===== src/rtl/uart_rx_param.sv =====
// Parametrised UART receiver: configurable data width, parity and stop bits,
// with input synchronisation, false-start rejection and error/break reporting.
module uart_rx_param #(
    parameter int CLKS_PER_BIT = 217,
    parameter int DATA_BITS    = 8,
    parameter int PARITY_MODE  = 0,
    parameter int STOP_BITS    = 1,
    parameter int SYNC_STAGES  = 2
) (
    input  logic                 clk_i,
    input  logic                 rst_n_i,
    input  logic                 rx_i,
    output logic [DATA_BITS-1:0] data_o,
    output logic                 valid_o,
    output logic                 parity_err_o,
    output logic                 frame_err_o,
    output logic                 break_o,
    output logic                 busy_o
);

    localparam int CNT_W = $clog2(CLKS_PER_BIT);
    localparam int IDX_W = $clog2(DATA_BITS);

    localparam logic [CNT_W-1:0] CNT_LAST   = CNT_W'(CLKS_PER_BIT - 1);
    localparam logic [CNT_W-1:0] CNT_HALF   = CNT_W'((CLKS_PER_BIT - 1) / 2);
    localparam logic [IDX_W-1:0] IDX_LAST   = IDX_W'(DATA_BITS - 1);
    localparam logic             STOP_LAST  = 1'(STOP_BITS - 1);
    localparam logic             ODD_PARITY = (PARITY_MODE == 2);

    typedef enum logic [2:0] {
        IDLE,
        START,
        DATA,
        PARITY,
        STOP,
        BREAK
    } state_t;

    logic [SYNC_STAGES-1:0] sync_q;
    logic                   rx_s;

    // Synchroniser resets to all ones so the line reads idle straight out of reset.
    always_ff @(posedge clk_i) begin
        if (!rst_n_i) begin
            sync_q <= '1;
        end else begin
            // NOTE: non-blocking assignments make each stage take the previous
            // stage's old value, so the chain really is SYNC_STAGES flops deep.
            sync_q <= {sync_q[SYNC_STAGES-2:0], rx_i};
        end
    end

    assign rx_s = sync_q[SYNC_STAGES-1];

    state_t               state;
    logic [CNT_W-1:0]     cnt;
    logic [IDX_W-1:0]     idx;
    logic                 stop_idx;
    logic [DATA_BITS-1:0] shreg;
    logic                 par_err_q;
    logic                 frm_err_q;

    always_ff @(posedge clk_i) begin
        if (!rst_n_i) begin
            // NOTE: the shift register is reset as well; it is a handful of
            // flops, not a RAM, and a known value keeps simulation X-free.
            state        <= IDLE;
            cnt          <= '0;
            idx          <= '0;
            stop_idx     <= 1'b0;
            shreg        <= '0;
            par_err_q    <= 1'b0;
            frm_err_q    <= 1'b0;
            data_o       <= '0;
            valid_o      <= 1'b0;
            parity_err_o <= 1'b0;
            frame_err_o  <= 1'b0;
            break_o      <= 1'b0;
            busy_o       <= 1'b0;
        end else begin
            valid_o      <= 1'b0;
            parity_err_o <= 1'b0;
            frame_err_o  <= 1'b0;

            case (state)
                IDLE: begin
                    if (!rx_s) begin
                        state  <= START;
                        cnt    <= '0;
                        busy_o <= 1'b1;
                    end
                end

                START: begin
                    if (cnt == CNT_HALF) begin
                        cnt <= '0;
                        if (rx_s) begin
                            state  <= IDLE;
                            busy_o <= 1'b0;
                        end else begin
                            state <= DATA;
                            idx   <= '0;
                        end
                    end else begin
                        cnt <= cnt + 1'b1;
                    end
                end

                DATA: begin
                    if (cnt == CNT_LAST) begin
                        cnt        <= '0;
                        shreg[idx] <= rx_s;
                        idx        <= idx + 1'b1;
                        if (idx == IDX_LAST) begin
                            par_err_q <= 1'b0;
                            frm_err_q <= 1'b0;
                            stop_idx  <= 1'b0;
                            state     <= (PARITY_MODE != 0) ? PARITY : STOP;
                        end
                    end else begin
                        cnt <= cnt + 1'b1;
                    end
                end

                PARITY: begin
                    if (cnt == CNT_LAST) begin
                        cnt       <= '0;
                        par_err_q <= ((^shreg) ^ rx_s) != ODD_PARITY;
                        state     <= STOP;
                    end else begin
                        cnt <= cnt + 1'b1;
                    end
                end

                // The final stop sample resolves the frame: outcome pulses are
                // registered here so they appear in the following cycle.
                STOP: begin
                    if (cnt == CNT_LAST) begin
                        cnt      <= '0;
                        stop_idx <= stop_idx + 1'b1;
                        if (stop_idx == STOP_LAST) begin
                            if (!rx_s || frm_err_q) begin
                                frame_err_o <= 1'b1;
                            end else if (par_err_q) begin
                                parity_err_o <= 1'b1;
                            end else begin
                                data_o  <= shreg;
                                valid_o <= 1'b1;
                            end
                            if (rx_s) begin
                                state  <= IDLE;
                                busy_o <= 1'b0;
                            end else begin
                                state   <= BREAK;
                                break_o <= 1'b1;
                            end
                        end else if (!rx_s) begin
                            frm_err_q <= 1'b1;
                        end
                    end else begin
                        cnt <= cnt + 1'b1;
                    end
                end

                BREAK: begin
                    if (rx_s) begin
                        state   <= IDLE;
                        break_o <= 1'b0;
                        busy_o  <= 1'b0;
                    end
                end

                default: begin
                    state   <= IDLE;
                    break_o <= 1'b0;
                    busy_o  <= 1'b0;
                end
            endcase
        end
    end

endmodule


===== config.mk =====
export PLATFORM = sky130hd
export DESIGN_NAME = uart_rx_param
export DESIGN_NICKNAME = d
export VERILOG_FILES = /design/src/rtl/uart_rx_param.sv
export SDC_FILE = /design/constraint.sdc
export NUM_CORES = 1
export LEC_CHECK = 0
export BUFFER_PORTS_ARGS = -buffer_cell sky130_fd_sc_hd__buf_2
export CAP_MARGIN = 20
export CORE_MARGIN = 10
export CORE_UTILIZATION = 60
export CTS_CLUSTER_DIAMETER = 60
export DETAILED_ROUTE_END_ITERATION = 16
export PLACE_DENSITY = 0.79
export SYNTH_ARGS = -nofsm -noshare
export SYNTH_HDL_FRONTEND = slang
export SYNTH_SLANG_ARGS = --single-unit
export TNS_END_PERCENT = 20

===== constraint.sdc =====
create_clock -name clk_i -period 2.3 [get_ports clk_i]
set_input_delay 0.115 -clock clk_i [delete_from_list [all_inputs] [get_ports clk_i]]
set_output_delay 0.115 -clock clk_i [all_outputs]
set_load 0.01 [all_outputs]

==> impl_metrics.csv <==
group,metric,value,unit
run_status,status,"complete, no violations",
placement,pre_cts_ws,0.4346,ns
placement,hpwl,3845,microns
placement,placed_area,2402,sq um
hold_path,hp-class,"input pin to flop",
final_layout,design_area,2510,sq um
yosys,ys_seq_area_share,34.90,%
sta,whs,0.1756,ns
grt,grt_pass1_wl,9135,microns
yosys,synth_most_common_cell,"dfxtp_1",
final_layout,final_nets,290,
worst_setup_path,end_kind,"flop",
yosys,synth.top_cell.area_share,34.90,%
hold_path,hold_start,"rst_n_i",
sta,relSlewSlack,60.15,%
route,drtIter0Drc,231,
cts,htree_levels,2,
yosys,yosys_warnings,0,
worst_setup_path,max_stage_delay,0.38,ns
worst_setup_path,criticalPathCategory,"flop to flop",
yosys,synth_enable_flop_cells,0,
cts,insertion_delay,0.30,ns
floorplan,core_area,3689,sq um
yosys,ys_top_cells_by_count,"dfxtp_1 (40), a21oi_1 (28), nand3_1 (28)",
sta,post-route-min-period,1.922,ns
sta,min_period_over_period,83.54,%
yosys,async_reset_ff_share,0,%
cts,cts_buffers,5,
worst_setup_path,worstPathMaxFanout,8,
floorplan,die_x,81.84,microns
grt,antenna_found_initial,0,
cts,cts_root_buf,"clkbuf_8",
worst_setup_path,crit_slowest_cell,"dfxtp_1",
yosys,ys_seq_elements,40,
yosys,synth.net_count,278,
sta,clock.fmax,520.4,MHz
sta,finalSetupTns,0,ns
placement,place.gp.congestion,0.9170,
floorplan,dieHeight,81.84,microns
placement,io_buffers,15,
route,ant_nets,0,
route,avgViaCountPerCell,6.373,
grt,grt_pass1_vias,1945,
cts,path_clk_slew,0.08,ns
sta,setup_viol,0,
worst_setup_path,cp-start-kind,"flop",
route,vias,2116,
grt,grt.overflow.total,0,
final_layout,drive_gt1_share,14.44,%
floorplan,ioPinCount,16,
floorplan,die-area,6698,sq um
floorplan,initial_utilization,62.21,%
power_and_ir_drop,irDropWorstVdd,353.6,uV
route,drt-pass1-iter-count,5,
sta,hold_viol,0,
yosys,syn_area_per_cell,8.468,sq um
worst_setup_path,startpoint,"cnt[0]$_SDFFE_PN0P_",
yosys,synth_cell_types,63,
sta,rsz0062_at_grt,"false",
grt,grt_max_degree,20,
yosys,yosys.area.top_type,"dfxtp_1",
route,drt-total-wl,5442,microns
cts,cts.sinks,40,
worst_setup_path,arrival,2.11,ns
yosys,syn-cell-area,2295,sq um
floorplan,rows,22,
power_and_ir_drop,power_leakage,0.9054,nW
cts,post-cts-setup-buffers,0,
cts,clockBufferDepth,2,
yosys,synthCells,271,
route,wl_per_cell,16.39,microns
run,cap_violations,0,
yosys,synth_top_cells_by_area,"dfxtp_1 (35%), a21oi_1 (6.1%), nand3_1 (6.1%), nand2b_1 (2.5%), o21ai_0 (2.4%)",
final_layout,diodes,0,
route,drc_errors,0,
sta,setup_ws,0.3785,ns
sta,clock_skew,0.005160,ns
worst_setup_path,crit_required,2.49,ns
cts,post_cts_resized,0,
yosys,synth_ff_type,"dfxtp_1",
sta,maxSlewViolCount,0,
worst_setup_path,worstReg2RegStart,"cnt[0]$_SDFFE_PN0P_",
cts,cts_tree,"built",
final_layout,syn2layout_area_growth,9.379,%
sta,worst_pin_slew,0.5942,ns
final_layout,fillerInstances,298,
worst_setup_path,cp_cell_sequence,"inv_1 > ha_1 > and4_1 > buf_4 > nand3_1 > o21ai_0 > a21oi_1",
cts,cts_hold_buffers,0,
grt,grt_usage,17.12,%
power_and_ir_drop,power_density,513.2,nW/um^2
## final timing paths
path	endpoint	slack (ns)	depth (start not counted)
worst max-delay path	data_o[3]$_SDFFE_PN0P_	0.38	7
worst min-delay path	sync_q[1]$_SDFF_PN1_	0.18	2
worst max register to register	data_o[3]$_SDFFE_PN0P_	0.38	7
worst min register to register	sync_q[1]$_SDFF_PN1_	0.42	1
## report_power, final
group           total, W  switching (W)  internal (W)
Combinational  0.0000791      0.0000513     0.0000278
Clock           0.000501       0.000258      0.000243
Sequential      0.000708      0.0000105      0.000697
## cells in the final DEF, fill, tap and decap left out, drive strengths merged, types with 3 or more instances in the layout
cell	n
mux2i	4
xor2	6
a21oi	28
nor2	13
nand3	28
inv	6
nor3b	3
and4	4
nor3	4
o31ai	7
dfxtp	40
ha	4
and4b	3
o21ai	20
nand4	7
xnor2	4
clkbuf	6
buf	23
or3	6
nand2	13
a211oi	4
nand2b	9
or2	3
nor2b	3
## sequential cells by signal (all words and copies together) (netlist names)
name	count
frm_err_q	1
shreg	8
busy_o	1
frame_err_o	1
break_o	1
data_o	8
state	3
idx	3
sync_q	2
parity_err_o	1
par_err_q	1
stop_idx	1
valid_o	1
cnt	8
## kinds of logic (layout without fill, tap and decap cells)
kind of cell	count (synthesis)	count (layout)	share of synthesized area, %
and+or+nand+nor	110	110	30.64
AOI/OAI and AO/OA	76	76	20.77
DFF	40	40	34.90
buffers and inverters	26	39	4.961
xor gates and xnor gates	11	11	4.798
adders and majority gates	4	4	2.181
muxes	4	4	1.745
## routing by layer
| layer | wire length, microns | GRT usage (%) | vias up |
|---|---|---|---|
| met1 | 2571 | 22.88 | 987 |
| met5 | 0 | 0 | - |
| met4 | 119 | 6.803 | 0 |
| met3 | 334 | 4.258 | 12 |
| li1 | - | - | 1030 |
| met2 | 2417 | 25.78 | 87 |
## layout make-up
type,instances,area (sq um),share of cell area [%]
Timing Repair Buffer,24,145.1,5.783
Clock inverter,2,15.01,0.5982
Inverter,7,26.28,1.047
Tap cell,48,60.06,2.393
Sequential cell,40,800.8,31.90
Clock buffer,6,82.58,3.290
Multi-Input combinational cell,205,1380,54.98
## worst max-delay path: cells and delay by family (launching register included)
| kind | cells | cell delay [ns] |
|---|---|---|
| buf+inv | 2 | 0.27 |
| compound gates | 2 | 0.35 |
| fa+ha+maj | 1 | 0.19 |
| simple gates | 2 | 0.61 |
| flops | 1 | 0.38 |
## per-stage QoR
step,util (%),std cells,total power (W)
global route,68.05,332,0.001340
detailed placement,65.13,323,0.0008001
floorplan,-,271,0.0007792
finish,68.05,332,0.001288
CTS,67.77,331,0.001295
global placement,65.13,323,0.0007991
No activity file was read; power rests on OpenSTA's default activity.
